===== src/rtl/sram_march_bist.sv =====
// March C- built-in self test for a single-port synchronous SRAM.
// Runs one SRAM operation per cycle and checks each read one cycle later.
module sram_march_bist #(
  parameter int ADDR_WIDTH = 6,
  parameter int DATA_WIDTH = 24
) (
  input  logic                  clk,
  input  logic                  rst,
  input  logic                  start,
  input  logic [DATA_WIDTH-1:0] bg,
  output logic                  busy,
  output logic                  done,
  output logic                  fail,
  output logic [2:0]            fail_elem,
  output logic [ADDR_WIDTH-1:0] fail_addr,
  output logic [DATA_WIDTH-1:0] fail_data,
  output logic [7:0]            err_count,
  output logic                  sram_we,
  output logic                  sram_wmask,
  output logic [ADDR_WIDTH-1:0] sram_addr,
  output logic [DATA_WIDTH-1:0] sram_din,
  input  logic [DATA_WIDTH-1:0] sram_dout
);

  typedef enum logic [1:0] {IDLE, RUN, DRAIN, DONE} state_t;

  state_t state, state_next;

  logic [DATA_WIDTH-1:0] bg_q;
  logic [2:0]            elem;
  logic [ADDR_WIDTH-1:0] addr;
  logic                  phase;

  logic                  cmp_valid;
  logic [DATA_WIDTH-1:0] cmp_exp;
  logic [2:0]            cmp_elem;
  logic [ADDR_WIDTH-1:0] cmp_addr;

  logic down, two_op, op_read, read_one, write_one;
  logic last_addr, addr_done, last_op, accept;

  // E0 and E5 are single-operation elements; E1..E4 are read-then-write.
  assign down      = (elem >= 3'd3);
  assign two_op    = (elem != 3'd0) && (elem != 3'd5);
  assign op_read   = (elem == 3'd5) || (two_op && !phase);
  assign read_one  = (elem == 3'd2) || (elem == 3'd4);
  assign write_one = (elem == 3'd1) || (elem == 3'd3);
  assign last_addr = down ? (addr == '0) : (addr == '1);
  assign addr_done = !two_op || phase;
  assign last_op   = (elem == 3'd5) && last_addr;
  assign accept    = start && ((state == IDLE) || (state == DONE));

  assign busy = (state == RUN) || (state == DRAIN);
  assign done = (state == DONE);

  always_ff @(posedge clk) begin
    if (rst) state <= IDLE;
    else     state <= state_next;
  end

  always_comb begin
    state_next = state;
    sram_we    = 1'b0;
    sram_wmask = 1'b0;
    sram_addr  = '0;
    sram_din   = '0;
    case (state)
      IDLE, DONE: if (accept) state_next = RUN;
      RUN: begin
        if (last_op) state_next = DRAIN;
        sram_addr = addr;
        if (!op_read) begin
          sram_we    = 1'b1;
          sram_wmask = 1'b1;
          sram_din   = write_one ? ~bg_q : bg_q;
        end
      end
      DRAIN:   state_next = DONE;
      default: state_next = IDLE;
    endcase
  end

  always_ff @(posedge clk) begin
    if (rst) begin
      bg_q  <= '0;
      elem  <= '0;
      addr  <= '0;
      phase <= 1'b0;
    end else if (accept) begin
      bg_q  <= bg;
      elem  <= '0;
      addr  <= '0;
      phase <= 1'b0;
    end else if (state == RUN) begin
      if (!addr_done) begin
        phase <= 1'b1;
      end else begin
        phase <= 1'b0;
        if (last_addr) begin
          // Elements E3 onward sweep downward from the top address.
          elem <= elem + 3'd1;
          addr <= (elem >= 3'd2) ? '1 : '0;
        end else begin
          addr <= down ? addr - ADDR_WIDTH'(1) : addr + ADDR_WIDTH'(1);
        end
      end
    end
  end

  always_ff @(posedge clk) begin
    if (rst) begin
      cmp_valid <= 1'b0;
      cmp_exp   <= '0;
      cmp_elem  <= '0;
      cmp_addr  <= '0;
      fail      <= 1'b0;
      fail_elem <= '0;
      fail_addr <= '0;
      fail_data <= '0;
      err_count <= '0;
    end else begin
      cmp_valid <= (state == RUN) && op_read;
      cmp_exp   <= read_one ? ~bg_q : bg_q;
      cmp_elem  <= elem;
      cmp_addr  <= addr;
      if (accept) begin
        fail      <= 1'b0;
        fail_elem <= '0;
        fail_addr <= '0;
        fail_data <= '0;
        err_count <= '0;
      end else if (cmp_valid && (sram_dout != cmp_exp)) begin
        if (err_count != 8'hFF) err_count <= err_count + 8'd1;
        if (!fail) begin
          fail_elem <= cmp_elem;
          fail_addr <= cmp_addr;
          fail_data <= sram_dout;
        end
        fail <= 1'b1;
      end
    end
  end

endmodule


===== config.mk =====
export PLATFORM = sky130hd
export DESIGN_NAME = sram_march_bist
export DESIGN_NICKNAME = d
export VERILOG_FILES = /design/src/rtl/sram_march_bist.sv
export SDC_FILE = /design/constraint.sdc
export NUM_CORES = 1
export LEC_CHECK = 0
export BUFFER_PORTS_ARGS = -buffer_cell sky130_fd_sc_hd__buf_2
export CORE_ASPECT_RATIO = 1.4
export CORE_UTILIZATION = 48
export DETAILED_ROUTE_END_ITERATION = 8
export GPL_ROUTABILITY_DRIVEN = 0
export GPL_TIMING_DRIVEN = 0
export HOLD_SLACK_MARGIN = 0.03
export PLACE_DENSITY_LB_ADDON = 0.1
export SETUP_SLACK_MARGIN = 0.05
export SLEW_MARGIN = 25
export SYNTH_ARGS = -nofsm -noshare
export SYNTH_HDL_FRONTEND = slang
export SYNTH_SLANG_ARGS = --single-unit

===== constraint.sdc =====
create_clock -name clk -period 2.22 [get_ports clk]
set_clock_uncertainty 0.2 [all_clocks]
set_input_delay 0.333 -clock clk [delete_from_list [all_inputs] [get_ports clk]]
set_output_delay 0.333 -clock clk [all_outputs]
set_load 0.02 [all_outputs]

Yosys cells after proc, flatten, opt, wreduce, memory -nomap -nowiden

Index checks and enable logic that the tools add are counted.

Register bits: 112
Input port bits: 51
Word-level logic and storage cells: 75

Add/subtract/negate cells: 4
Order comparisons: 2
Eq/ne operators: 14
Mux-type cells: 15
Bitwise logic cells: 2
Reductions and logical operators: 24

Operator list:

| operator            | number |
|---|---|
| $mux 24             | 4 |
| $mux 6              | 4 |
| $ne 24x24->1        | 1 |
| $not 24->24         | 1 |
| $add 8x1->8 const B | 1 |
| $ne 8x8->1 const B  | 1 |
| $reduce_and 2->1    | 4 |
| $add 6x1->6 const B | 1 |
| $eq 3x2->1 const B  | 2 |
| $eq 3x3->1 const B  | 2 |
| $eq 6x6->1 const B  | 1 |
| $ge 3x2->1 const B  | 2 |
| $logic_and 1x1->1   | 6 |
| $logic_not 6->1     | 1 |
| $logic_or 1x1->1    | 6 |
| $pmux 2 s3          | 1 |
| $sub 6x1->6 const B | 1 |
| $eq 2x2->1 const B  | 2 |
| $mux 1              | 4 |
| $mux 2              | 2 |
| $ne 2x2->1 const B  | 2 |
| $reduce_or 2->1     | 2 |
| $add 3x1->3 const B | 1 |
| $eq 3x1->1 const B  | 1 |
| 7 further kinds     | 8 |

Longest topological paths before layout

Gate-level depths: netlist of run 1.

Depth in word-level cells: 6
Gate-level depth with buffers: 11

Worst setup path before layout of run 1

No wires, ideal clock.

Path type: register -> register
Start point: register elem[1]
End point: register addr[5]
Data arrival time: 2.182 ns
Data required time: 1.946 ns
Setup slack: -0.236 ns
Stages on the path, launching flop included: 11
Path buffers: 0
Clock period less this slack: 2.456 ns
Cell sequence: dfxtp_1 ha_1 ha_1 a211o_4 ha_1 a21o_1 a21oi_1 o21bai_1 a21oi_1 nand3_1 a31oi_1

Longest elaborated chain between the ends: 5

Ends and longest elaborated chain:

| element                                                            | RTL line | text |
|---|---|---|
| start, declared                                                    | 30       | `logic [2:0] elem;` |
| start signal, assigned                                             | 101      | `elem <= elem + 3'd1;` |
| parallel branches: the longest is 5 deep, another holds $ge 3x2->1 | n/a      |  |
| end signal, assigned                                               | 102      | `addr <= (elem >= 3'd2) ? '1 : '0;` |
| end signal, assigned                                               | 104      | `addr <= down ? addr - ADDR_WIDTH'(1) : addr + ADDR_WIDTH'(1);` |
| end, declared                                                      | 31       | `logic [ADDR_WIDTH-1:0] addr;` |

Several ways; the timed one is not identified.
A chain may end at the register's enable or synchronous reset.

Final worst setup path of run 1

Start point: register elem[0]
End point: output port sram_din[8]

Longest elaborated chain between the ends: 6

Ends and longest elaborated chain:

| element                                         | RTL line | text |
|---|---|---|
| $ne 3x3->1 or $reduce_bool 3->1 (tied branches) | 44       | `assign two_op = (elem != 3'd0) && (elem != 3'd5);` |
| $logic_and 1x1->1                               | 44       |  |
| $logic_and 1x1->1                               | 45       | `assign op_read = (elem == 3'd5) \|\| (two_op && !phase);` |
| $logic_or 1x1->1                                | 45       |  |
| $mux 24 (*)                                     | 72       | `if (!op_read) begin` |
| $mux 24 (*)                                     | 67       | `case (state)` |
| end, declared                                   | 21       | `output logic [DATA_WIDTH-1:0] sram_din,` |

Every way passes the cells marked *; elsewhere a longest branch is shown, timed or not.

==> summary.md, run 1 <==
| Metric | Value |
|---|---|
| Yosys warns | `0` |
| Violations in the final reports | `negative setup slack` |
| Tot GR Track Use | `22.6%` |
| Die Y | `123 µm` |
| CTS max path bufs | `2` |
| Final worst path period share | `109%` |
| Worst reg2reg path depth | `10` |
| Post-Synthesis Net Count | `621` |
| Largest net degree at the start of global routing | `19` |
| Number of max-cap violations | `0` |
| Crit path largest cell delay | `0.37 ns` |
| Ys async rst share | `0%` |
| Crit path required time | `1.69 ns` |
| Synth unique cells | `45` |
| Outcome | `complete, but fails checks` |
| Die width | `88.4 µm` |
| CTS clk-pin slew, worst paths | `0.07 ns` |
| Crit path cell chain | `ha_4 -> ha_4 -> a21oi_4 -> buf_12 -> clkbuf_16 -> xor2_1 -> nor2_1 -> buf_2` |
| Yosys top cell area share | `44.7%` |
| Post-Synthesis Cells | `556` |
| Reg2reg start | `elem[0]` |
| Place WS | `-0.216 ns` |
| Final Hold Vio Count | `0` |
| Crit path launch | `elem[0]` |
| Slew margin rel. | `61.7%` |
| Crit path kind | `register to output pin` |
| RSZ-0062 raised after global routing | `true` |
| Max Clock Freq | `0.413 GHz` |
| Top cells by area, synth | `dfxtp_1 (45%), xor2_1 (8.7%), mux2i_1 (7.6%)` |
| # setup viols final | `31` |
| Core Rows | `43` |
| Worst-Margin Slew | `0.574 ns` |
| Port bufs | `125` |
| CP max-delay cell | `dfxtp_4` |
| Syn avg cell area | `9.01 µm²` |
| Dpl cells | `816` |
| Pwr Density | `834 mW/mm²` |
| Leakage | `0.00293 µW` |
| Total power | `5930 µW` |
| GRT overflow | `0` |
| Critical path fanouts, max | `8` |
| Crit path setup slack, layout | `-0.201 ns` |
| Fin nets | `790` |
| Commonest non-fill, non-tap cell in the layout | `dfxtp_1` |
| EDFF count, synth | `0` |
| Util after Layout | `71.1%` |
| Number of synthesized register bits | `112` |
| Vias in the first global route | `3,959` |
| Vias/cell | `4.97` |
| Seq/Total Area, Yosys | `44.7%` |
| Later-pin clock latency in the skew report | `0.35 ns` |
| I/O pin total | `127` |
| HP Class | `input port to register` |
| Final HPWL DP | `8.90 mm` |
| Dominant synthesized flop cell | `dfxtp_1` |
| CP Data Arrival Time | `1.89 ns` |
| TritonCTS clock tree | `done` |
| DRC errors left | `0` |
| Worst Setup End Kind | `output pin` |
| Cell Area, Synth | `0.00501 mm²` |
| CP startpoint kind | `register` |
| Layout area overhead | `42.0%` |
| Starting density of the core | `50.1%` |
| CP bufs+invs | `3` |
| DR iter-0 viols | `175` |
| Setup TNS | `-4.31 ns` |
| Final slew viol count | `0` |
| Period minus WS final | `2.42 ns` |
| Via count | `4,298` |
| Most used cell, CP | `ha_4` |
| First-pass GRT wire length | `18.6 mm` |
| CTS Buf Count | `9` |
| Initial antenna violation count | `0` |
| Root Buffer | `clkbuf_16` |
| Worst VDD drop | `0.692 mV` |
| Post-Route WL | `12.6 mm` |
| Most frequent cells in the layout | `dfxtp_1 (110), buf_2 (104), nor2_1 (84)` |
| Die area | `0.0109 mm²` |
| Share of layout cells above drive strength 1 | `34.5%` |
| Clk sink count | `112` |
| Core Region | `0.0100 mm²` |
| Cell accounting for the most synthesized area | `dfxtp_1` |
| H-tree levels | `3` |
| Hold path start | `bg[13]` |
| Antenna diodes | `0` |
| First-pass DRT Iterations | `5` |
| Worst path depth | `8` |
| Hold Crit Depth | `3` |
| Fill cell count | `782` |
| Antenna Nets Post-Route | `0` |
| Routed len/inst | `14.6 µm` |
| Final std cells w/o fill | `865` |
| Top delay family on crit path | `buffers and inverters` |
-- sequential cells by signal, indices dropped and copies added (netlist names) --
signal     count
cmp_elem       3
fail_addr      6
cmp_addr       6
phase          1
addr           6
fail           1
err_count      8
fail_elem      3
bg_q          24
cmp_exp       24
state          2
fail_data     24
elem           3
cmp_valid      1
-- stage by stage --
step / cell area (µm²) / hold slack (ns)
floorplan: 5060 / 0.240
global placement: 5850 / 0.249
detailed placement: 5850 / 0.259
CTS: 6690 / 0.0304
global route: 7120 / 0.0415
finish: 7120 / 0.0302
-- metal layers --
layer  track usage (%)  wire (µm)  vias up
met1              27.2       5320     2021
met3              3.47        516       11
met4              10.5        216        0
met5                 0          0        -
met2              39.3       6550      123
li1                  -          -     2143
-- Yosys cell counts (all sizes together) (2+ instances only) --
library cell,count
a21oi,42
a31o,2
a31oi,4
and2,8
and3,3
buf,9
clkbuf,21
dfxtp,112
ha,13
inv,7
mux2i,38
nand2,68
nand2b,4
nand3,2
nand4,9
nor2,101
nor2b,6
nor3,2
nor4,2
o21ai,9
or3,2
xnor2,28
xor2,50
-- worst register-to-register path, cell delays in order, from the launching register on --
cell and delay, ns:
dfxtp_4 0.37, ha_4 0.17, ha_4 0.17, a211o_4 0.32, ha_4 0.28, a21o_1 0.12
a21oi_2 0.06, o21bai_1 0.18, a21oi_2 0.09, or2_4 0.22, a31oi_1 0.14
-- area by class of cell --
| cell class | instances | area, µm² | share of cell area (%) |
|---|---|---|---|
| buffer | 28 | 229 | 3.22 |
| timing repair buffer | 160 | 1100 | 15.5 |
| inverter | 7 | 36.3 | 0.510 |
| clock inverter | 6 | 43.8 | 0.615 |
| sequential | 112 | 2250 | 31.6 |
| tap | 135 | 169 | 2.37 |
| clock buffer | 10 | 239 | 3.36 |
| multi-input combinational | 407 | 3040 | 42.8 |
-- power by group --
group	internal, µW	switching, µW
clock	797	747
combinational	792	1120
sequential	2220	263
total	3810	2130
-- cells by family (layout without fill, tap and decap cells) --
group | Yosys count | after routing | share of synthesized area (%)
simple gates | 211 | 211 | 18.9
flops | 112 | 112 | 44.7
xor+xnor | 78 | 78 | 13.6
compound gates | 65 | 65 | 7.69
mux | 39 | 39 | 7.89
buf+inv | 37 | 211 | 3.55
fa+ha+maj | 14 | 14 | 3.65
-- path summary, 6_finish.rpt --
kind / to / slack (ns)
min reg2reg: fail_addr[5] / 0.27
max reg2reg: addr[5] / -0.16
min: bg_q[13] / 0.03
max: sram_din[8] / -0.20
-- repair_timing --
item                                    CTS  global route
buffers inserted                         11             7
endpoints found under the hold margin    15             0
gates cloned                              2             1
pin swaps                                 9            13
resized for setup                        76            78
hold buffers                             15             0
endpoints found under the setup margin  103           103
No activity file was read; power rests on OpenSTA's default activity.
==> inputs of run 2 (changes only) <==
--- a/config.mk
+++ b/config.mk
@@ -5,9 +5,10 @@
 export SDC_FILE = /design/constraint.sdc
 export NUM_CORES = 1
 export LEC_CHECK = 0
+export ABC_AREA = 1
 export BUFFER_PORTS_ARGS = -buffer_cell sky130_fd_sc_hd__buf_2
 export CORE_ASPECT_RATIO = 1.4
-export CORE_UTILIZATION = 48
+export CORE_UTILIZATION = 49
 export DETAILED_ROUTE_END_ITERATION = 8
 export GPL_ROUTABILITY_DRIVEN = 0
 export GPL_TIMING_DRIVEN = 0
==> summary.md, run 2 <==
| Metric | Value |
|---|---|
| First-pass DRT Iterations | `5 (unchanged)` |
| Period minus WS final | `2.40 ns (-0.0190 ns)` |
| Biggest regs | `bg_q (24), cmp_exp (24), fail_data (24)` |
| Combinational fraction of design power | `36.5% (+4.4 points)` |
| Slew margin rel. | `56.8% (-4.9 points)` |
| Yosys top cell area share | `41.5% (-3.2 points)` |
| Critical path fanouts, max | `10 (+2)` |
| CTS clk-pin slew, worst paths | `0.07 ns (about the same)` |
| Post-Synthesis Net Count | `809 (+30%)` |
| Final slew viol count | `0 (unchanged)` |
| Worst VDD drop | `0.582 mV (-16%)` |
| EDFF count, synth | `0 (unchanged)` |
| Vias in the first global route | `5,026 (+27%)` |
| Number of max-cap violations | `0 (unchanged)` |
| Final Hold Vio Count | `0 (unchanged)` |
| Core Region | `0.0108 mm² (+8.0%)` |
| NetSw | `2390 µW (+13%)` |
| Starting density of the core | `50.0% (-0.12 points)` |
| CP startpoint kind | `register` |
| H-tree levels | `3 (unchanged)` |
| Top cells by area, synth | `dfxtp_1 (42%), nand2_1 (9.1%), a21oi_1 (8.5%)` |
| Sequential share of power | `39.0% (-2.8 points)` |
| Max Clock Freq | `0.416 GHz (+0.79%)` |
| Total power | `6320 µW (+6.4%)` |
| Die area | `0.0115 mm² (+5.5%)` |
| Clock Power Share | `24.6% (-1.4 points)` |
| Seq/Total Area, Yosys | `41.5% (-3.2 points)` |
| Syn avg cell area | `7.26 µm² (-19%)` |
| Util after Layout | `66.6% (-4.5 points)` |
| Most frequent cell after synthesis | `nand2_1` |
| DR iter-0 viols | `221 (+26%)` |
| I/O pin total | `127 (unchanged)` |
| Violations in the final reports | `negative setup slack` |
| Post-Synthesis Cells | `744 (+34%)` |
| Port bufs | `126 (+0.80%)` |
| CP Data Arrival Time | `1.87 ns (-0.02 ns)` |
| Worst R2R End | `addr[4]` |
| Pwr Density | `877 mW/mm² (+5.2%)` |
| Post-Route WL | `14.4 mm (+14%)` |
| Reg2reg start | `elem[1]` |
| Cell accounting for the most synthesized area | `dfxtp_1` |
| Number of synthesized register bits | `112 (unchanged)` |
| Cell Area, Placed | `0.00631 mm² (+7.8%)` |
| Outcome | `complete, but fails checks` |
| Yosys warns | `0 (unchanged)` |
| Ys async rst share | `0% (unchanged)` |
| Die width | `90.7 µm (+2.7%)` |
| Antenna Nets Post-Route | `0 (unchanged)` |
| First-pass GRT wire length | `23.5 mm (+26%)` |
| Layout area overhead | `33.4%` |
| CTS max path bufs | `2 (unchanged)` |
| CTS Buf Count | `9 (unchanged)` |
| Worst Setup End Kind | `output pin` |
| Setup TNS | `-3.88 ns (+0.427 ns)` |
| Via count | `5,327 (+24%)` |
| Final worst path period share | `108% (-0.85 points)` |
| Root Buffer | `clkbuf_16` |
| Leakage | `0.00323 µW (+10%)` |
| Dominant synthesized flop cell | `dfxtp_1` |
| Largest net degree at the start of global routing | `20 (+1)` |
| Crit path kind | `register to output pin` |
| Most frequent cells in the layout | `nand2_1 (121), dfxtp_1 (109), buf_2 (101)` |
| Share of layout cells above drive strength 1 | `30.6% (-3.9 points)` |
| Crit path required time | `1.69 ns (about the same)` |
| Vias/cell | `5.09 (+2.5%)` |
| HP Class | `input port to register` |
| Top post-synthesis cells by count | `nand2_1 (131), dfxtp_1 (112), inv_1 (99)` |
| # setup viols final | `32 (+3.2%)` |
| DRC errors left | `0 (unchanged)` |
| TritonCTS clock tree | `done` |
| Crit path launch | `elem[0]` |
| Later-pin clock latency in the skew report | `0.35 ns (about the same)` |
| Cell Area, Synth | `0.00540 mm² (+7.8%)` |
| Worst-Margin Slew | `0.648 ns (+0.0742 ns)` |
| Clk sink count | `112 (unchanged)` |
| Tot GR Track Use | `25.6% (+3.0 points)` |
| Initial antenna violation count | `0 (unchanged)` |
| Internal | `3920 µW (+3.0%)` |
| Sw Ratio | `37.9% (+2.1 points)` |
| Core Rows | `45 (+4.7%)` |
| Fin nets | `966 (+22%)` |
| Worst reg2reg path depth | `15 (+5)` |
| Critical Path Sink | `sram_din[8]` |
| Routed len/inst | `13.8 µm (-5.6%)` |
| RSZ-0062 raised after global routing | `true` |
| Hold path start | `rst` |
| Reg-to-reg slack, setup | `-0.12 ns (+0.04 ns)` |
| Hold Crit Depth | `2 (-1)` |
| Antenna diodes | `0 (unchanged)` |
| Final instance area | `0.00720 mm² (+1.2%)` |
| Commonest non-fill, non-tap cell in the layout | `nand2_1` |
| GRT overflow | `0 (unchanged)` |
| CTS Hold Buffers Added | `0 (-15)` |
| Crit path setup slack, layout | `-0.182 ns (+0.0190 ns)` |
| Final HPWL DP | `10.4 mm (+17%)` |
| Synth unique cells | `30 (-33%)` |
| Die Y | `126 µm (+2.7%)` |
## run 2: cell count changes after synthesis, sizes merged, moves of 6 or more
cell,delta
nand4,+33
xor2,-17
a21oi,+60
inv,+96
nor2b,-6
nand2,+73
nand3,+9
and2,-8
clkbuf,+8
xnor2,-27
o21ai,+50
mux2i,-37
nor2,-25
## run 2: per-stage QoR
stage	setup WS [ns]	hold WS [ns]	std cells
finish	-0.182	0.0389	1046
global placement	-0.177	0.246	1011
global route	-0.248	0.0424	1046
detailed placement	-0.237	0.251	1011
floorplan	0.0594	0.202	744
CTS	-0.150	0.0345	1042
## run 2: worst min-delay path by stage
stage / endpoint / slack [ns]
global route: state[1] / 0.04
detailed placement: fail_data[10] / 0.25
global placement: fail_data[14] / 0.25
finish: state[1] / 0.04
floorplan: state[1] / 0.20
CTS: state[1] / 0.03
## run 2: area by class of cell
class                           count  area, µm²
Clock inverter                      6       55.1
Multi-Input combinational cell    486       2900
Timing Repair Buffer              146        927
Sequential cell                   112       2250
Tap cell                          141        176
Buffer                             42        260
Inverter                          104        400
Clock buffer                        9        225
Fill cell                         959       3610
## run 2: metal layers
layer  GRT usage, %  vias up  routed length, µm
met5              0        -                  0
met3           5.07       28                677
met2           46.9      143               7720
li1               -     2697                  -
met1           28.2     2459               5700
met4           11.5        0                306
## run 2: power by group through the flow
stage,Clock (µW),Combinational [µW],Sequential (µW)
detailed placement,0,1930,2510
CTS,1570,2230,2460
global route,1660,2540,2500
finish,1550,2300,2460
global placement,0,1870,2500
floorplan,0,1430,2470
## run 2: repair_timing
item,4_1_cts,5_1_grt
setup buffers,14,4
endpoints found under the setup margin,49,78
pin swaps,11,13
cloned,2,0
gates resized for setup,95,38
## run 2: worst max-delay path, cell delays in order, from the launching register on
cell and delay (ns):
dfxtp_4 0.40, buf_6 0.12, ha_4 0.15, nand2_4 0.07, nand3_4 0.09, nand2_2 0.07, nor2_4 0.13, inv_4 0.10
buf_12 0.16, nor2_4 0.11, buf_6 0.12
## run 2: logic make-up (layout without fill, tap and decap cells)
kind of cell	Yosys count	in the layout	share of synthesized area (%)
simple gates	274	274	22.8
compound gates	163	163	15.9
xor+xnor	34	34	5.51
fa+ha+maj	14	14	3.38
mux	1	1	0.185
buf+inv	146	307	10.7
flops	112	112	41.5
==> inputs of run 3 (changes only) <==
--- a/config.mk
+++ b/config.mk
@@ -7,8 +7,10 @@
 export LEC_CHECK = 0
 export ABC_AREA = 1
 export BUFFER_PORTS_ARGS = -buffer_cell sky130_fd_sc_hd__buf_2
+export CELL_PAD_IN_SITES_DETAIL_PLACEMENT = 1
+export CELL_PAD_IN_SITES_GLOBAL_PLACEMENT = 1
 export CORE_ASPECT_RATIO = 1.4
-export CORE_UTILIZATION = 49
+export CORE_UTILIZATION = 35
 export DETAILED_ROUTE_END_ITERATION = 8
 export GPL_ROUTABILITY_DRIVEN = 0
 export GPL_TIMING_DRIVEN = 0
==> summary.md, run 3 (synthesized netlist as in run 2, its figures left out) <==
| Metric | Value |
|---|---|
| Outcome | `complete, but fails checks` |
| Violations in the final reports | `negative setup slack` |
| Slew margin rel. | `66.3% (+9.5 points)` |
| Final instance area | `0.00762 mm² (+5.8%)` |
| CTS clk-pin slew, worst paths | `0.08 ns (about the same)` |
| Crit path largest cell delay | `0.39 ns (about the same)` |
| Port bufs | `126 (unchanged)` |
| CP max-delay cell | `dfxtp_4` |
| First-pass GRT wire length | `27.7 mm (+18%)` |
| Core Rows | `53 (+18%)` |
| Worst Setup End Kind | `output pin` |
| Util after Layout | `50.6% (-16 points)` |
| Final slew viol count | `0 (unchanged)` |
| Die width | `107 µm (+18%)` |
| Period minus WS final | `2.41 ns (+0.0107 ns)` |
| Share of layout cells above drive strength 1 | `33.7% (+3.1 points)` |
| Post-Route WL | `17.8 mm (+24%)` |
| Layout area overhead | `41.1%` |
| Crit path setup slack, layout | `-0.192 ns (-0.0107 ns)` |
| Clk sink count | `112 (unchanged)` |
| Crit path kind | `register to output pin` |
| Vias/cell | `4.93 (-3.2%)` |
| Root Buffer | `clkbuf_16` |
| Later-pin clock latency in the skew report | `0.35 ns (about the same)` |
| Antenna diodes | `0 (unchanged)` |
| Tot GR Track Use | `21.9% (-3.7 points)` |
| TritonCTS clock tree | `done` |
| I/O pin total | `127 (unchanged)` |
| Final Hold Vio Count | `0 (unchanged)` |
| H-tree levels | `3 (unchanged)` |
| Starting density of the core | `35.9% (-14 points)` |
| HP Class | `input port to register` |
| Cell Area, Placed | `0.00637 mm² (+1.0%)` |
| Commonest non-fill, non-tap cell in the layout | `nand2_1` |
| Via count | `5,465 (+2.6%)` |
| Die area | `0.0159 mm² (+39%)` |
| Fin nets | `977 (+1.1%)` |
| Crit path cell chain | `ha_4 -> ha_4 -> inv_4 -> nand2_8 -> buf_6 -> xor2_1 -> nor2_1 -> buf_4` |
| Routed len/inst | `16.0 µm (+17%)` |
| Biggest regs | `bg_q (24), cmp_exp (24), fail_data (24)` |
| RSZ-0062 raised after global routing | `true` |
| Critical path fanouts, max | `7 (-3)` |
| Worst-Margin Slew | `0.506 ns (-0.143 ns)` |
| Initial antenna violation count | `0 (unchanged)` |
| Vias in the first global route | `5,563 (+11%)` |
| Crit path required time | `1.69 ns (about the same)` |
| DRC errors left | `0 (unchanged)` |
| Leakage | `0.00332 µW (+2.8%)` |
| Core Region | `0.0151 mm² (+39%)` |
| Pwr Density | `872 mW/mm² (-0.57%)` |
| Final HPWL DP | `12.3 mm (+18%)` |
| Number of max-cap violations | `0 (unchanged)` |
| Most used cell, CP | `ha_4` |
| CTS max path bufs | `2 (unchanged)` |
| Worst VDD drop | `0.604 mV (+3.7%)` |
| CP startpoint kind | `register` |
| Setup TNS | `-4.29 ns (-0.405 ns)` |
| Final worst path period share | `109% (+0.48 points)` |
| Antenna Nets Post-Route | `0 (unchanged)` |
| GRT overflow | `0 (unchanged)` |
| CP Data Arrival Time | `1.88 ns (about the same)` |
| # setup viols final | `36 (+13%)` |
| Die Y | `149 µm (+18%)` |
| First-pass DRT Iterations | `4 (-1)` |
| Most frequent cells in the layout | `nand2_1 (120), dfxtp_1 (108), buf_2 (101)` |
| DR iter-0 viols | `126 (-43%)` |
| Max Clock Freq | `0.415 GHz (-0.44%)` |
| Largest net degree at the start of global routing | `19 (-5.0%)` |
| CTS Buf Count | `9 (unchanged)` |
-- run 3: cell types whose count changed in the layout (fill, tap and decap cells not counted), moves of 3 or more --
cell | before | now
nor2_4 | 9 | 16
a21oi_2 | 11 | 14
xor2_2 | 8 | 14
xor2_1 | 25 | 17
a21oi_1 | 91 | 88
nor2_2 | 18 | 13
buf_6 | 14 | 36
buf_4 | 34 | 23
-- run 3: final timing paths --
check | to | startpoint | slack [ns] | cells past startpoint
max | sram_din[1] | elem[0] | -0.19 | 8
min | bg_q[6] | bg[6] | 0.08 | 3
max reg2reg | addr[4] | elem[0] | -0.16 | 15
min reg2reg | fail_data[1] | fail_data[1] | 0.26 | 2
-- run 3: repair_timing --
action,CTS,global route
resized for setup,125,66
setup buffers,19,10
hold buffers,1,0
hold endpoints to repair,1,0
gates cloned,1,1
pin swaps,20,25
setup endpoints to repair,63,69
-- run 3: final cells by class --
class | instances | area, µm²
buffer | 42 | 270
multi-input combinational | 486 | 3080
clock buffer | 10 | 239
inverter | 104 | 405
clock inverter | 6 | 43.8
sequential | 112 | 2250
timing repair buffer | 157 | 1080
tap | 192 | 240
fill | 1892 | 7440
-- run 3: worst max-delay path: cells and delay by family, from the launching register on --
kind | cells | cell delay, ns
xor+xnor | 1 | 0.14
fa+ha+maj | 2 | 0.35
buf+inv | 3 | 0.39
flops | 1 | 0.39
simple gates | 2 | 0.26
-- run 3: metal layers --
layer | share of wire [%] | global-route usage (%) | wire (µm) | vias to the layer above
met5 | 0 | 0 | 0 | -
met4 | 2.3 | 7.26 | 409 | 0
met3 | 2.3 | 2.49 | 417 | 29
met2 | 52 | 40.5 | 9290 | 105
met1 | 43 | 26.1 | 7660 | 2634
li1 | - | - | - | 2697
-- run 3: where the power goes --
group	internal (µW)	switching, µW	total, µW
clock network	799	790	1590
logic	930	1630	2560
registers	2310	179	2490
total	4040	2600	6640
-- run 3: through the flow --
step                cells  hold WS, ns  setup slack (ns)  total power, µW
floorplan             744        0.202            0.0594             3900
global placement     1062        0.249            -0.219             4420
detailed placement   1062        0.250            -0.278             4500
CTS                  1099       0.0630            -0.150             6410
global route         1109       0.0775            -0.260             7020
finish               1109       0.0835            -0.192             6640
